===== config.mk =====
export PLATFORM = sky130hd
export DESIGN_NAME = cipher_seq
export DESIGN_NICKNAME = d
export VERILOG_FILES = /design/src/rtl/cipher_pkg.sv /design/src/rtl/cipher_seq_round.sv /design/src/rtl/cipher_seq.sv
export SDC_FILE = /design/constraint.sdc
export NUM_CORES = 1
export LEC_CHECK = 0
export CAP_MARGIN = 40
export CORE_UTILIZATION = 49
export DETAILED_ROUTE_END_ITERATION = 8
export PLACE_DENSITY = 0.77
export SYNTH_ARGS = -nofsm -noshare
export SYNTH_HDL_FRONTEND = slang
export SYNTH_HIERARCHICAL = 1
export SYNTH_SLANG_ARGS = --single-unit

===== constraint.sdc =====
create_clock -name clk -period 3.46 [get_ports clk]
set_input_delay 0.519 -clock clk [delete_from_list [all_inputs] [get_ports clk]]
set_output_delay 0.519 -clock clk [all_outputs]
set_load 0.02 [all_outputs]

===== src/rtl/cipher_pkg.sv =====
// Shared types, widths and rotate helpers for the 9-bit add-rotate-xor sequencer.
package cipher_pkg;

   localparam int WORD_W = 9;
   localparam int ADDR_W = 2;

   localparam logic MODE_ENC = 1'b0;
   localparam logic MODE_DEC = 1'b1;

   typedef enum logic [2:0] {
      IDLE  = 3'd0,
      LOAD  = 3'd1,
      ROUND = 3'd2,
      WRITE = 3'd3,
      DONE  = 3'd4
   } state_t;

   // Doubling the word makes a rotate a plain shift plus a slice.
   function automatic logic [WORD_W-1:0] rotl9(input logic [WORD_W-1:0] x, input int unsigned n);
      logic [2*WORD_W-1:0] w;
      w = {x, x} << n;
      return w[2*WORD_W-1:WORD_W];
   endfunction

   function automatic logic [WORD_W-1:0] rotr9(input logic [WORD_W-1:0] x, input int unsigned n);
      logic [2*WORD_W-1:0] w;
      w = {x, x} >> n;
      return w[WORD_W-1:0];
   endfunction

endpackage


===== src/rtl/cipher_seq_round.sv =====
// One combinational cipher round; encrypt and decrypt are exact inverses for the same k_r.
module cipher_round
   import cipher_pkg::*;
#(
   parameter int ROT = 3
) (
   input  logic [WORD_W-1:0] d,
   input  logic [WORD_W-1:0] k_r,
   input  logic              mode,
   output logic [WORD_W-1:0] d_next
);

   logic [WORD_W-1:0] t;

   // Encrypt: xor, rotate left, add.  Decrypt: subtract, rotate right, xor.
   always_comb begin
      t      = {WORD_W{1'b0}};
      d_next = {WORD_W{1'b0}};
      if (mode == MODE_ENC) begin
         t      = d ^ k_r;
         d_next = rotl9(t, ROT) + k_r;
      end else begin
         t      = rotr9(d - k_r, ROT);
         d_next = t ^ k_r;
      end
   end

endmodule


===== src/rtl/cipher_seq.sv =====
// Register-file-attached cipher sequencer: read data and key, run ROUNDS rounds, write back.
module cipher_seq
   import cipher_pkg::*;
#(
   parameter int ROUNDS = 4,
   parameter int ROT    = 3
) (
   input  logic              clk,
   input  logic              rst,
   input  logic              start,
   input  logic              mode,
   input  logic [ADDR_W-1:0] src_addr,
   input  logic [ADDR_W-1:0] key_addr,
   input  logic [ADDR_W-1:0] dst_addr,
   output logic              busy,
   output logic              done,
   output logic [WORD_W-1:0] result,
   output logic [ADDR_W-1:0] rf_rd0_addr,
   output logic [ADDR_W-1:0] rf_rd1_addr,
   input  logic [WORD_W-1:0] rf_rd0_data,
   input  logic [WORD_W-1:0] rf_rd1_data,
   output logic              rf_wr_en,
   output logic [ADDR_W-1:0] rf_wr_addr,
   output logic [WORD_W-1:0] rf_wr_data
);

   localparam int         RW     = 3;
   localparam logic [RW-1:0] R_LAST = RW'(ROUNDS - 1);

   state_t            state;
   logic              mode_q;
   logic [ADDR_W-1:0] dst_q;
   logic [WORD_W-1:0] d_q;
   logic [WORD_W-1:0] key_q;
   logic [RW-1:0]     r_q;
   logic [WORD_W-1:0] k_r;
   logic [WORD_W-1:0] d_next;
   logic              last_round;

   assign k_r        = key_q + {{(WORD_W-RW){1'b0}}, r_q};
   assign last_round = (mode_q == MODE_ENC) ? (r_q == R_LAST) : (r_q == {RW{1'b0}});

   cipher_round #(.ROT(ROT)) u_round (
      .d      (d_q),
      .k_r    (k_r),
      .mode   (mode_q),
      .d_next (d_next)
   );

   // Sequencer FSM; every output is a register updated on the state's edge.
   always_ff @(posedge clk) begin
      if (!rst) begin
         state       <= IDLE;
         busy        <= 1'b0;
         done        <= 1'b0;
         result      <= {WORD_W{1'b0}};
         rf_rd0_addr <= {ADDR_W{1'b0}};
         rf_rd1_addr <= {ADDR_W{1'b0}};
         rf_wr_en    <= 1'b0;
         rf_wr_addr  <= {ADDR_W{1'b0}};
         rf_wr_data  <= {WORD_W{1'b0}};
         mode_q      <= MODE_ENC;
         dst_q       <= {ADDR_W{1'b0}};
         d_q         <= {WORD_W{1'b0}};
         key_q       <= {WORD_W{1'b0}};
         r_q         <= {RW{1'b0}};
      end else begin
         done     <= 1'b0;
         rf_wr_en <= 1'b0;
         case (state)
            IDLE: begin
               if (start) begin
                  mode_q      <= mode;
                  dst_q       <= dst_addr;
                  rf_rd0_addr <= src_addr;
                  rf_rd1_addr <= key_addr;
                  busy        <= 1'b1;
                  state       <= LOAD;
               end else begin
                  state <= IDLE;
               end
            end
            LOAD: begin
               // Operands are captured here, before any write-back, so aliasing is safe.
               d_q   <= rf_rd0_data;
               key_q <= rf_rd1_data;
               r_q   <= (mode_q == MODE_ENC) ? {RW{1'b0}} : R_LAST;
               state <= ROUND;
            end
            ROUND: begin
               d_q <= d_next;
               if (last_round) begin
                  state <= WRITE;
               end else begin
                  r_q   <= (mode_q == MODE_ENC) ? (r_q + 3'd1) : (r_q - 3'd1);
                  state <= ROUND;
               end
            end
            WRITE: begin
               rf_wr_en   <= 1'b1;
               rf_wr_addr <= dst_q;
               rf_wr_data <= d_q;
               state      <= DONE;
            end
            DONE: begin
               done   <= 1'b1;
               result <= d_q;
               busy   <= 1'b0;
               state  <= IDLE;
            end
            default: begin
               busy  <= 1'b0;
               state <= IDLE;
            end
         endcase
      end
   end

endmodule


==> results.yml, run 1 <==
floorplanning:
  dieArea_um2: 7150
  start_util: 0.517
  die_w_um: 84.6
  die_y_um: 84.6
  pin_count: 55
  coreArea_um2: 6460
  rows: 29
sta:
  timing.hold.ws_ps: 464
  hold_viol: 0
  fmax_mhz: 289
  fin_crit_ps: 3460
  slew_violations: 0
  period_share: 1.00
  clock_skew_ps: 10.8
  worst_slack_ps: -2.93
  setup_viol: 1
  relSlewSlack: 0.397
  grt_setup_unrepaired: "yes"
  tightest_slew_ps: 903
  fin_tns_setup_ps: -2.93
power_and_ir_drop:
  internal_power_mw: 1.20
  power_mw: 1.89
  power_density_nw_per_um2: 433
  switching_share: 0.368
  share_seq_of_total_power: 0.387
  leakagePower_nw: 1.79
  p_clk_frac: 0.191
  irDropWorstVdd_v: 0.000286
  p_sw_mw: 0.696
  power_frac_comb: 0.422
drt:
  firstDrtPassIters: 7
  dr.max_layer_used: "met4"
  dr_wl_met2_um: 3920
  wl_per_cell_um: 15.8
  vias: 3029
  drt-total-wl_um: 8440
  drtAntennaViolNets: 0
  post-route-drc-count: 2
  wl_met1_um: 3780
  wl_met3_um: 489
  viasPerCell: 5.65
  dr.first_iter.drc_count: 228
logic_synthesis:
  ys_ff_latch: 54
  ys.warnings.count: 6
  syn-instance-count: 387
  synth_ff_type: "dfxtp_1"
  ys_seq_area_frac: 0.323
  syn_area_um2: 3340
  syn_avg_cell_area_um2: 8.64
  synth_edf_count: 0
  synth.net_count: 438
  synthDistinctLibCells: 63
  async_reset_ff_frac: 0
setup_path:
  cp-start-kind: "flop"
  worstSetupPathType: "reg2reg"
  end_kind: "flop"
  worstPathArrival_ps: 3630
  path_max_fanout: 3
  rr_worst_depth: 17
  cp.required_ps: 3620
global_routing:
  overflow: 0
  antenna_found_initial: 0
  grt_pass1_wl_um: 13600
  first_global_vias: 2926
  grt_use_total: 0.235
  grt_max_degree: 30
place:
  dpl.hpwl_um: 6220
  dp_slack_ps: -90.8
  place_inst: 522
  placed_cell_area_um2: 4090
  gp_congestion: 0.892
  port-buffer-count: 54
cells_and_area:
  stdcell_area_um2: 4370
  synthToLayoutAreaGrowth_pct: 30.8
  register_area_um2: 1080
  nNetsFinal: 509
  n_fill_cell: 533
  final_util: 0.677
  drive_above_1_share: 0.172
  fin_cells: 536
  multi_input_comb_area_um2: 2210
  final_cell_mix: "clkdlybuf4s50_1, dfxtp_1, nand2_1"
  layout_commonest_cell: "clkdlybuf4s50_1"
  n_antenna_cell: 0
clock_network:
  root_buffer: "clkbuf_8"
  clk_path_buf_depth: 2
  htreeDepth: 2
  cts_tree: "done"
  cts_buffers: 5
  cts.clk_slew.worst_paths_ps: 100
  clock_latency_ps: 310
  clock-sinks: 54
  cts-hold-fix-buffers: 0
worst_hold_path:
  hold_class: "reg2reg"
  hold_depth: 2
run:
  drv_cap: 0
status:
  violations: "DRC, setup timing"
  status: "complete, but fails checks"
-- worst max-delay path, stage by stage, from the launching register on --
cell and delay (ps):
dfxtp_2 350, ha_4 160, fa_2 350, a21o_1 190, nand4_1 140, xnor2_2 140, inv_2 60, ha_4 280
inv_4 40, ha_4 150, fa_2 380, a211oi_4 250, o211ai_1 130, and3_1 200, o31ai_2 190, xnor2_1 100
o22ai_1 120, a21oi_1 90
-- synth_stat cells (all sizes together), types with 3 or more instances --
master | n | area share
dfxtp | 54 | 0.32
nor3 | 4 | 0.0075
a21oi | 40 | 0.061
fa | 4 | 0.024
nor2 | 38 | 0.043
nand2b | 5 | 0.0094
o22ai | 10 | 0.019
or3b | 3 | 0.0079
xnor2 | 17 | 0.045
nand3 | 3 | 0.0045
nor3b | 4 | 0.010
xor2 | 11 | 0.029
inv | 24 | 0.027
o211ai | 3 | 0.0067
a21o | 5 | 0.012
ha | 19 | 0.071
o21ai | 9 | 0.013
clkbuf | 10 | 0.017
a31oi | 3 | 0.0056
o221ai | 9 | 0.024
buf | 10 | 0.022
nand2 | 42 | 0.047
a211oi | 5 | 0.013
mux2i | 21 | 0.063
-- logic make-up after synthesis --
| group | Yosys count | synth area share |
|---|---|---|
| adders and majority gates | 23 | 0.0951 |
| DFF | 54 | 0.323 |
| muxes | 22 | 0.0663 |
| buffers and inverters | 45 | 0.0674 |
| and+or+nand+nor | 117 | 0.177 |
| AOI/OAI and AO/OA | 98 | 0.198 |
| xor gates and xnor gates | 28 | 0.0734 |
-- state kept, by name (all words and copies together) (netlist names), 2 cells and up --
| signal | cells |
|---|---|
| result | 9 |
| dst_q | 2 |
| r_q | 3 |
| key_q | 9 |
| d_q | 9 |
| state | 3 |
| rf_rd0_addr | 2 |
| rf_rd1_addr | 2 |
| rf_wr_addr | 2 |
| rf_wr_data | 9 |
-- timing repair --
| item | in CTS | in global routing |
|---|---|---|
| gates resized for setup | 8 | 19 |
| pin swaps | 16 | 15 |
| endpoints found under the setup margin | 4 | 5 |
| setup buffers | 0 | 6 |
-- path summary, 6_finish.rpt --
path / startpoint / to / slack, ps
worst min register to register: rf_rd0_addr[1] / rf_rd0_addr[1] / 460
worst min-delay path: rf_rd0_addr[1] / rf_rd0_addr[1] / 460
worst max register to register: r_q[0] / d_q[8] / -3
worst max-delay path: r_q[0] / d_q[8] / -3
-- final cells by class --
class / instances / area share
repair buffers: 84 / 0.181
flip-flops and latches: 54 / 0.248
multi-input cells: 288 / 0.506
inverters: 25 / 0.0220
clock buffers: 5 / 0.0157
clock inverters: 3 / 0.00544
well taps: 77 / 0.0220
-- power by group through the flow --
| stage | Sequential (mW) | Combinational, mW | Clock, mW |
|---|---|---|---|
| floorplan | 0.718 | 0.539 | 0 |
| global placement | 0.738 | 0.708 | 0 |
| detailed placement | 0.741 | 0.720 | 0 |
| CTS | 0.728 | 0.736 | 0.365 |
| global route | 0.738 | 0.865 | 0.392 |
| finish | 0.732 | 0.798 | 0.361 |
-- metal layers --
metal	global-route usage	vias to the layer above
met5	0	-
met4	0.0863	0
met3	0.0472	24
met2	0.381	101
met1	0.311	1408
li1	-	1496
Power figures use the tool's default switching activity.
==> run 2, diff against run 1 <==
Settings changed: CTS_CLUSTER_DIAMETER set to 40.
==> results of run 2 <==
Final layout, timing and power as in run 1 (identical DEF).
==> run 3, diff against run 2 <==
--- a/constraint.sdc
+++ b/constraint.sdc
@@ -3,2 +3,2 @@
 set_output_delay 0.519 -clock clk [all_outputs]
-set_load 0.02 [all_outputs]
+set_load 0.01 [all_outputs]
==> results of run 3 <==
The final DEF is identical to that of run 1. Status: complete, but fails checks: DRC, setup timing.
Among the figures that moved: worst IR drop on VDD 0.000286 V -> 0.000285 V
